$ cat src/rtl/pmu_acs_if.sv
// Bundles the branch-metric inputs and path-metric outputs of the Viterbi path metric unit.
interface pmu_acs_if #(
  parameter int PM_W = 4
);
  // bm_valid has no ready: the PMU accepts one trellis step on every edge where it is high.
  // dec_valid pulses for exactly the cycle after an accepted step; dec/pm/best_state are
  // stable between pulses. start overrides bm_valid and discards that cycle's metrics.
  logic            start;
  logic            bm_valid;
  logic [1:0]      s0_00, s0_01, s1_10, s1_11;
  logic [1:0]      s2_00, s2_01, s3_10, s3_11;
  logic [3:0]      dec;
  logic            dec_valid;
  logic [PM_W-1:0] pm0, pm1, pm2, pm3;
  logic [1:0]      best_state;
  logic            tb_ready;

  modport master (
    output start, bm_valid, s0_00, s0_01, s1_10, s1_11, s2_00, s2_01, s3_10, s3_11,
    input  dec, dec_valid, pm0, pm1, pm2, pm3, best_state, tb_ready
  );

  modport slave (
    input  start, bm_valid, s0_00, s0_01, s1_10, s1_11, s2_00, s2_01, s3_10, s3_11,
    output dec, dec_valid, pm0, pm1, pm2, pm3, best_state, tb_ready
  );
endinterface

$ cat src/rtl/pmu_acs.sv
// Add-compare-select path metric unit for the 4-state K=3 Viterbi decoder.
// Define PMU_NORM_EN to subtract the minimum selected metric after each step.
module pmu_acs #(
  parameter int PM_W     = 4,
  parameter int INIT_PM  = 4,
  parameter int TB_DEPTH = 15
) (
  input logic       clk,
  input logic       rst_n,
  pmu_acs_if.slave  bus
);
  localparam int              CNT_W   = $clog2(TB_DEPTH + 1);
  localparam logic [PM_W:0]   PM_MAX  = {1'b0, {PM_W{1'b1}}};
  localparam logic [PM_W-1:0] PM_INIT = PM_W'(INIT_PM);
  localparam logic [CNT_W-1:0] CNT_TOP = CNT_W'(TB_DEPTH);

  logic [PM_W-1:0]  pm_q [4];
  logic [PM_W-1:0]  pm_d [4];
  logic [3:0]       dec_q, dec_d;
  logic             dec_valid_q, dec_valid_d;
  logic [1:0]       best_q, best_d;
  logic [CNT_W-1:0] cnt_q, cnt_d;
  logic             rdy_q, rdy_d;

  logic [1:0]       bm_lo [4];
  logic [1:0]       bm_hi [4];
  logic [PM_W:0]    cand_lo [4];
  logic [PM_W:0]    cand_hi [4];
  logic [PM_W:0]    sel [4];
  logic [PM_W:0]    norm [4];
  logic [PM_W-1:0]  new_pm [4];
  logic [3:0]       dec_acs;
  logic [1:0]       best_n;
`ifdef PMU_NORM_EN
  logic [PM_W:0]    sel_min;
`endif

  // State n's predecessors are n/2 (lower) and n/2+2 (upper).
  always_comb begin
    bm_lo[0] = bus.s0_00; bm_hi[0] = bus.s2_00;
    bm_lo[1] = bus.s0_01; bm_hi[1] = bus.s2_01;
    bm_lo[2] = bus.s1_10; bm_hi[2] = bus.s3_10;
    bm_lo[3] = bus.s1_11; bm_hi[3] = bus.s3_11;
    dec_acs  = '0;
    for (int n = 0; n < 4; n++) begin
      cand_lo[n] = {1'b0, pm_q[n/2]}     + (PM_W+1)'(bm_lo[n]);
      cand_hi[n] = {1'b0, pm_q[n/2 + 2]} + (PM_W+1)'(bm_hi[n]);
      dec_acs[n] = (cand_hi[n] < cand_lo[n]);
      sel[n]     = dec_acs[n] ? cand_hi[n] : cand_lo[n];
    end
`ifdef PMU_NORM_EN
    sel_min = sel[0];
    for (int n = 1; n < 4; n++) begin
      if (sel[n] < sel_min) sel_min = sel[n];
    end
    for (int n = 0; n < 4; n++) norm[n] = sel[n] - sel_min;
`else
    for (int n = 0; n < 4; n++) norm[n] = sel[n];
`endif
    for (int n = 0; n < 4; n++) begin
      new_pm[n] = (norm[n] > PM_MAX) ? PM_MAX[PM_W-1:0] : norm[n][PM_W-1:0];
    end
    best_n = 2'd0;
    for (int n = 1; n < 4; n++) begin
      if (new_pm[n] < new_pm[best_n]) best_n = 2'(n);
    end
  end

  always_comb begin
    pm_d        = pm_q;
    dec_d       = dec_q;
    best_d      = best_q;
    dec_valid_d = 1'b0;
    cnt_d       = cnt_q;
    rdy_d       = rdy_q;
    if (bus.start) begin
      pm_d[0] = '0;
      pm_d[1] = PM_INIT;
      pm_d[2] = PM_INIT;
      pm_d[3] = PM_INIT;
      dec_d   = '0;
      best_d  = '0;
      cnt_d   = '0;
      rdy_d   = 1'b0;
    end else if (bus.bm_valid) begin
      pm_d        = new_pm;
      dec_d       = dec_acs;
      best_d      = best_n;
      dec_valid_d = 1'b1;
      cnt_d       = (cnt_q == CNT_TOP) ? cnt_q : cnt_q + 1'b1;
      rdy_d       = (cnt_d == CNT_TOP);
    end
  end

  always_ff @(posedge clk or negedge rst_n) begin
    if (!rst_n) begin
      pm_q[0]     <= '0;
      pm_q[1]     <= PM_INIT;
      pm_q[2]     <= PM_INIT;
      pm_q[3]     <= PM_INIT;
      dec_q       <= '0;
      dec_valid_q <= 1'b0;
      best_q      <= '0;
      cnt_q       <= '0;
      rdy_q       <= 1'b0;
    end else begin
      pm_q        <= pm_d;
      dec_q       <= dec_d;
      dec_valid_q <= dec_valid_d;
      best_q      <= best_d;
      cnt_q       <= cnt_d;
      rdy_q       <= rdy_d;
    end
  end

  assign bus.pm0        = pm_q[0];
  assign bus.pm1        = pm_q[1];
  assign bus.pm2        = pm_q[2];
  assign bus.pm3        = pm_q[3];
  assign bus.dec        = dec_q;
  assign bus.dec_valid  = dec_valid_q;
  assign bus.best_state = best_q;
  assign bus.tb_ready   = rdy_q;
endmodule

$ cat src/flat_wrapper.sv
// flat-port wrapper written by rule: the top's interface ports become plain ports
module pmu_acs_flat 
#(
  parameter int PM_W     = 4,
  parameter int INIT_PM  = 4,
  parameter int TB_DEPTH = 15
)
  (clk, rst_n, bus_start, bus_bm_valid, bus_s0_00, bus_s0_01, bus_s1_10, bus_s1_11, bus_s2_00, bus_s2_01, bus_s3_10, bus_s3_11, bus_dec, bus_dec_valid, bus_pm0, bus_pm1, bus_pm2, bus_pm3, bus_best_state, bus_tb_ready);
  pmu_acs_if #(.PM_W(PM_W)) bus_i ();
  input logic clk;
  input logic rst_n;
  input wire logic [$bits(bus_i.start)-1:0] bus_start;
  input wire logic [$bits(bus_i.bm_valid)-1:0] bus_bm_valid;
  input wire logic [$bits(bus_i.s0_00)-1:0] bus_s0_00;
  input wire logic [$bits(bus_i.s0_01)-1:0] bus_s0_01;
  input wire logic [$bits(bus_i.s1_10)-1:0] bus_s1_10;
  input wire logic [$bits(bus_i.s1_11)-1:0] bus_s1_11;
  input wire logic [$bits(bus_i.s2_00)-1:0] bus_s2_00;
  input wire logic [$bits(bus_i.s2_01)-1:0] bus_s2_01;
  input wire logic [$bits(bus_i.s3_10)-1:0] bus_s3_10;
  input wire logic [$bits(bus_i.s3_11)-1:0] bus_s3_11;
  output wire logic [$bits(bus_i.dec)-1:0] bus_dec;
  output wire logic [$bits(bus_i.dec_valid)-1:0] bus_dec_valid;
  output wire logic [$bits(bus_i.pm0)-1:0] bus_pm0;
  output wire logic [$bits(bus_i.pm1)-1:0] bus_pm1;
  output wire logic [$bits(bus_i.pm2)-1:0] bus_pm2;
  output wire logic [$bits(bus_i.pm3)-1:0] bus_pm3;
  output wire logic [$bits(bus_i.best_state)-1:0] bus_best_state;
  output wire logic [$bits(bus_i.tb_ready)-1:0] bus_tb_ready;
  assign bus_i.start = bus_start;
  assign bus_i.bm_valid = bus_bm_valid;
  assign bus_i.s0_00 = bus_s0_00;
  assign bus_i.s0_01 = bus_s0_01;
  assign bus_i.s1_10 = bus_s1_10;
  assign bus_i.s1_11 = bus_s1_11;
  assign bus_i.s2_00 = bus_s2_00;
  assign bus_i.s2_01 = bus_s2_01;
  assign bus_i.s3_10 = bus_s3_10;
  assign bus_i.s3_11 = bus_s3_11;
  assign bus_dec = bus_i.dec;
  assign bus_dec_valid = bus_i.dec_valid;
  assign bus_pm0 = bus_i.pm0;
  assign bus_pm1 = bus_i.pm1;
  assign bus_pm2 = bus_i.pm2;
  assign bus_pm3 = bus_i.pm3;
  assign bus_best_state = bus_i.best_state;
  assign bus_tb_ready = bus_i.tb_ready;
  pmu_acs #(.PM_W(PM_W), .INIT_PM(INIT_PM), .TB_DEPTH(TB_DEPTH)) u_core (.clk(clk), .rst_n(rst_n), .bus(bus_i));
endmodule
$ cat config.mk
export PLATFORM = sky130hd
export DESIGN_NAME = pmu_acs_flat
export DESIGN_NICKNAME = d
export VERILOG_FILES = /design/src/rtl/pmu_acs_if.sv /design/src/rtl/pmu_acs.sv /design/src/flat_wrapper.sv
export SDC_FILE = /design/constraint.sdc
export NUM_CORES = 1
export LEC_CHECK = 0
export CORE_MARGIN = 2
export CORE_UTILIZATION = 55
export CTS_CLUSTER_SIZE = 12
export DETAILED_ROUTE_END_ITERATION = 16
export HOLD_SLACK_MARGIN = 0.03
export PLACE_DENSITY = 0.79
export SKIP_LAST_GASP = 1
export SYNTH_ARGS = -nofsm -noshare
export SYNTH_HDL_FRONTEND = slang
export SYNTH_SLANG_ARGS = --single-unit
$ cat constraint.sdc
create_clock -name clk -period 7.6 [get_ports clk]
set_input_delay 1.52 -clock clk [delete_from_list [all_inputs] [get_ports clk]]
set_output_delay 1.52 -clock clk [all_outputs]
set_load 0.01 [all_outputs]
### Word-level counts from Yosys, hierarchy flattened

Index checks and enable logic that the tools add are counted.

* add/sub/neg operators: 9
* $mul: 0
* div/mod/pow operators: 0
* magnitude comparators: 13
* equality and inequality tests: 2
* shift-type cells: 0
* mux-type cells: 30
* bitwise gates (word level): 2
* reduce and logical (&&, ||, !) cells: 1

Operators with widths (count)
* 4-bit two-way mux: 13
* 4-bit by 2-bit adder with 5-bit output: 8
* 16-bit two-way mux: 2
* 5-bit by 4-bit > comparator with 1-bit output (second input constant): 4
* 5-bit < comparator: 4
* 5-bit two-way mux: 4
* 4-bit binary-select mux with 2-bit select: 2
* 4-bit < comparator: 3
* 4-bit == test (second input constant): 2
* 2-bit two-way mux: 4
* 3-bit greater-or-equal comparator (second input constant): 2
* 1-bit two-way mux: 5
* 4-bit by 1-bit adder with 4-bit output (second input constant): 1
* 1-bit NOT with 3-bit output: 1
* 2-bit NOT with 3-bit output: 1
* 2-bit nonzero test: 1

* register bits after elaboration: 28
* latch bits: 0
* memory bits (writable): 0
* memory bits (read-only): 0
* bits of input ports: 20
* output and inout port bits: 24
* word-level logic and storage cells: 66
* memories kept: 0

### Longest topological paths before layout

* depth in word-level cells: 21
* mapped depth: 27
* mapped depth without buffers: 27

### Worst setup path before layout

OpenSTA, ideal clock, no wires.

* kind: input to register
* start point: input port bus_s2_00[0]
* end point: register u_core.best_q[1], in the netlist u_core.bus.best_state[1]
* setup time: 99 ps
* arrival: 6742 ps
* required time: 7501 ps
* path slack: 758 ps
* cell stages on the path: 25
* path buffers: 0
* path through: ha_1 -> fa_1 -> xor2_1 -> ha_1 -> a211o_1 -> a21oi_2 -> o21ai_1 -> nor3_1 -> a31oi_1 -> ha_1 -> inv_1 -> a21o_1 -> nor2_1 -> a21oi_1 -> mux2i_1 -> ha_1 -> o21a_1 -> o21ai_0 -> or2_1 -> o221ai_2 -> a21o_1 -> ha_1 -> a2111oi_1 -> o31ai_1 -> a311oi_1

* longest elaborated chain between the ends: 21

Ends and longest elaborated chain
* start: declaration: line flat_wrapper.sv:18 `input wire logic [$bits(bus_i.s2_00)-1:0] bus_s2_00;`
* 4-bit by 2-bit adder with 5-bit output *: line pmu_acs.sv:47 `cand_hi[n] = {1'b0, pm_q[n/2 + 2]} + (PM_W+1)'(bm_hi[n]);`
* 5-bit < comparator: line pmu_acs.sv:48 `dec_acs[n] = (cand_hi[n] < cand_lo[n]);`
* 5-bit two-way mux *: line pmu_acs.sv:49 `sel[n] = dec_acs[n] ? cand_hi[n] : cand_lo[n];`
* 5-bit by 4-bit > comparator with 1-bit output: line pmu_acs.sv:61 `new_pm[n] = (norm[n] > PM_MAX) ? PM_MAX[PM_W-1:0] : norm[n][PM_W-1:0];`
* 4-bit two-way mux *: line pmu_acs.sv:61
* 4-bit < comparator: line pmu_acs.sv:65 `if (new_pm[n] < new_pm[best_n]) best_n = 2'(n);`
* 1-bit two-way mux: line pmu_acs.sv:65
* 1-bit NOT with 3-bit output (not written as such): line pmu_acs.sv:65
* [4 not listed]
* 2-bit two-way mux: line pmu_acs.sv:65
* 2-bit NOT with 3-bit output (not written as such): line pmu_acs.sv:65
* 4-bit binary-select mux with 2-bit select: line pmu_acs.sv:65
* 4-bit two-way mux (not written as such) (2 in a row): line pmu_acs.sv:65
* 4-bit < comparator: line pmu_acs.sv:65
* 2-bit two-way mux *: line pmu_acs.sv:65
* 2-bit two-way mux *: line pmu_acs.sv:85 `end else if (bus.bm_valid) begin`
* 2-bit two-way mux *: line pmu_acs.sv:76 `if (bus.start) begin`
* end signal: assignment: line pmu_acs.sv:110 `best_q <= best_d;`
* end: declaration: line pmu_acs.sv:21 `logic [1:0] best_q, best_d;`

Every way passes the cells marked *; elsewhere a longest branch is shown, timed or not. The select of a mux whose other input is x is not followed.
A chain may end at the register's enable or synchronous reset.

### Worst setup path after layout

* start point: input port bus_s0_01[0]
* end point: register u_core.best_q[0], in the netlist u_core.bus.best_state[0]

* longest elaborated chain between the ends: 21

Ends and longest elaborated chain
* start: declaration: line flat_wrapper.sv:15 `input wire logic [$bits(bus_i.s0_01)-1:0] bus_s0_01;`
* 4-bit by 2-bit adder with 5-bit output *: line pmu_acs.sv:46 `cand_lo[n] = {1'b0, pm_q[n/2]} + (PM_W+1)'(bm_lo[n]);`
* 5-bit < comparator: line pmu_acs.sv:48
* 5-bit two-way mux *: line pmu_acs.sv:49
* 5-bit by 4-bit > comparator with 1-bit output: line pmu_acs.sv:61
* 4-bit two-way mux *: line pmu_acs.sv:61
* 4-bit < comparator: line pmu_acs.sv:65
* 1-bit two-way mux: line pmu_acs.sv:65
* 1-bit NOT with 3-bit output (not written as such): line pmu_acs.sv:65
* [4 not listed]
* 2-bit two-way mux: line pmu_acs.sv:65
* 2-bit NOT with 3-bit output (not written as such): line pmu_acs.sv:65
* 4-bit binary-select mux with 2-bit select: line pmu_acs.sv:65
* 4-bit two-way mux (not written as such) (2 in a row): line pmu_acs.sv:65
* 4-bit < comparator: line pmu_acs.sv:65
* 2-bit two-way mux *: line pmu_acs.sv:65
* 2-bit two-way mux *: line pmu_acs.sv:85
* 2-bit two-way mux *: line pmu_acs.sv:76

Marked as above.

==> metrics.txt <==
Yosys top cell by area=dfrtp_1; crit path setup slack, layout=0.3152 ns; Final Hold Violating Endpoints=0; largest net degree at the start of global routing=30; hold wc startpoint=u_core.bus.dec[1]; share of synthesized flip-flops with an asynchronous set or reset=1.000; worst clock skew on the final layout=0.001378 ns; number of warning messages in the yosys log=0; cell repeated most along the worst path=ha_1; Area growth, synth to finish=21.76%; number of I/O port buffers=43; GR Util All Layers=0.2562; cell row count=26; number of routed nets with antenna violations=0; per-cell via count in the routed design=6.112; weighted congestion reported at the end of routability-driven placement=0.9248; period utilisation layout=0.9585; Vert. Die Dim=76.81 um; run status=finished clean; Mapped Avg Cell Area=9.082 um^2; startpoint type of the worst setup path=primary input; antenna diode count=0; half-perimeter wire length after placement=5756 um; Setup Crit Path Kind=primary input to register; Total Die Area=0.005899 mm^2; number of antenna violations at the first check in global routing=0; HP Class=register to register; number of synthesized flops with an enable pin=0; count of different cell masters after synthesis=46; Worst Hold Slack=0.5316 ns; cell types with the largest area share after synthesis=dfrtp_1 (21%), ha_1 (18%), mux2i_1 (5.8%); number of optimization iterations in the first detailed-route pass=4; Max Slew Vio Count=0; fill count=419; cell with the largest stage delay on the worst path=fa_1; latest clock arrival within the worst-skew pair=0.28 ns; ratio of cells with drive above 1 in the final layout=0.09167; pre-CTS setup slack=-0.1605 ns; Max-Slew Margin vs Limit=0.2908; average wire length per cell after detail routing=17.28 um; Crit Path Max Fanout=7; Synth top area share=0.2146; setup-violating endpoint count in the final report=0; count of mapped cells out of synthesis=321; biggest cell delay along the critical path=0.47 ns; top flip-flop cell by instance count after synthesis=dfrtp_1; peak clock frequency supported by timing=0.1373 GHz; maximum level of the CTS H-tree=1; total CTS buffers=3; cell chosen for the clock root=clkbuf_8; aggregate global routing overflow=0; # nets final=432; core region area=0.005107 mm^2; required time at the worst-slack endpoint=7.77 ns; wire length of the first global-routing pass=12460 um; total wirelength of the detailed-routed design=7429 um; Net Count, Synth=392; via count of the first global-routing pass=2665; vias after detailed routing=2628; count leader, synth=ha_1; initial cell density of the core=0.5708; #FFs+latches synth=28; clock tree buffer depth=2; initial DRC count=117; kind of end point of the critical path=register; clock period minus final worst setup slack=7.285 ns; CP startpoint=bus_s0_01[0]; transition at the pin with the smallest max-transition slack=1.060 ns; cell area after synthesis=0.002915 mm^2; launch instance of the worst register-to-register path=u_core.bus.pm0[0]; CTS tree=yes; data arrival at the endpoint of the critical path=7.45 ns; count of clock tree sinks=28; clock-pin slew of the registers on the worst-case setup and hold paths=0.10 ns; leading cell types by count after synthesis=ha_1 (43), nor2_1 (32), dfrtp_1 (25); width of the chip=76.81 um; # IOs=44; final design utilization=0.6950; share of synthesized area occupied by flip-flops and latches=0.2416; Max Cap Viol=0; post-detailed-route DRC marker count=0
-- metrics by stage --
stage                     instances  TNS [ns]  cell area, um^2
final                           430         0             3550
after global routing            430  -0.05172             3550
after CTS                       429         0             3490
after detailed placement        425   -0.2953             3418
after global placement          425         0             3418
after floorplan                 321         0             2915
-- sequential cells by signal, indices dropped and copies added, names as in the netlist --
signal,cells
u_core.bus.dec,4
u_core.bus.pm0,4
u_core.cnt_q,4
u_core.bus.best_state,2
u_core.bus.tb_ready,1
u_core.bus.pm2,4
u_core.bus.pm1,4
u_core.bus.dec_valid,1
u_core.bus.pm3,4
-- cells by family after synthesis --
group,synth area share
AOI/OAI and AO/OA,0.2064
adders and majority gates,0.2395
DFF,0.2416
xor gates and xnor gates,0.05408
and+or+nand+nor,0.1511
muxes,0.06996
buffers and inverters,0.03734
-- worst paths after layout --
path,to,slack [ns],depth (start not counted)
max,u_core.bus.best_state[0],0.32,25
min,u_core.bus.dec[1],0.53,2
max reg2reg,u_core.bus.best_state[0],1.46,24
min reg2reg,u_core.bus.dec[1],0.53,2
max in group asynchronous,u_core.bus.pm3[2],5.69,2
min in group asynchronous,u_core.cnt_q[3],1.61,2
-- worst max-delay path, delay by kind of cell --
| family | cells | cell delay, ns |
|---|---|---|
| adders and majority gates | 6 | 1.86 |
| xor gates and xnor gates | 1 | 0.19 |
| and+or+nand+nor | 2 | 0.29 |
| muxes | 1 | 0.27 |
| buffers and inverters | 2 | 0.53 |
| AOI/OAI and AO/OA | 13 | 2.78 |
-- timing repair --
item,CTS,global route
setup endpoints to repair,0,2
resized for setup,0,9
hold buffers,0,0
setup buffers,0,1
hold endpoints to repair,0,0
-- cell type report --
class                      count  area [um^2]  area share
tap                           70        87.58     0.02467
multi-input combinational    266         2155      0.6070
sequential                    28        704.4      0.1984
timing repair buffer          51        490.5      0.1382
clock buffer                   3        41.29     0.01163
clock inverter                 1        30.03    0.008460
inverter                      11        41.29     0.01163
-- routing by layer --
layer  GRT usage  wire (um)
met1      0.3243       3180
met2      0.4570       3852
met3     0.04235        278
met4     0.05636        117
met5           0          0
-- placed cells by master (no fill, tap or decap), types with 4 or more instances in the layout --
master / synthesis / routed
a31oi_1: 20 / 19
fa_1: 8 / 8
a21o_1: 12 / 12
o21ai_1: 6 / 4
ha_1: 43 / 43
and3_1: 4 / 4
nor3_1: 14 / 14
buf_4: 1 / 8
nand3_1: 7 / 7
xnor2_1: 13 / 11
o21a_1: 5 / 5
nor2_1: 32 / 32
a211o_1: 5 / 5
clkdlybuf4s50_1: 0 / 43
a21oi_1: 19 / 17
nand2_1: 10 / 10
xor2_1: 5 / 5
mux2i_1: 17 / 17
dfrtp_1: 25 / 25
nor2b_1: 10 / 10
nand4_1: 4 / 4
nand2b_1: 5 / 5
inv_1: 11 / 11
Power is left out: the tool's default activity adds up to more than one toggle a clock period on the data nets, which glitch-free logic cannot reach.
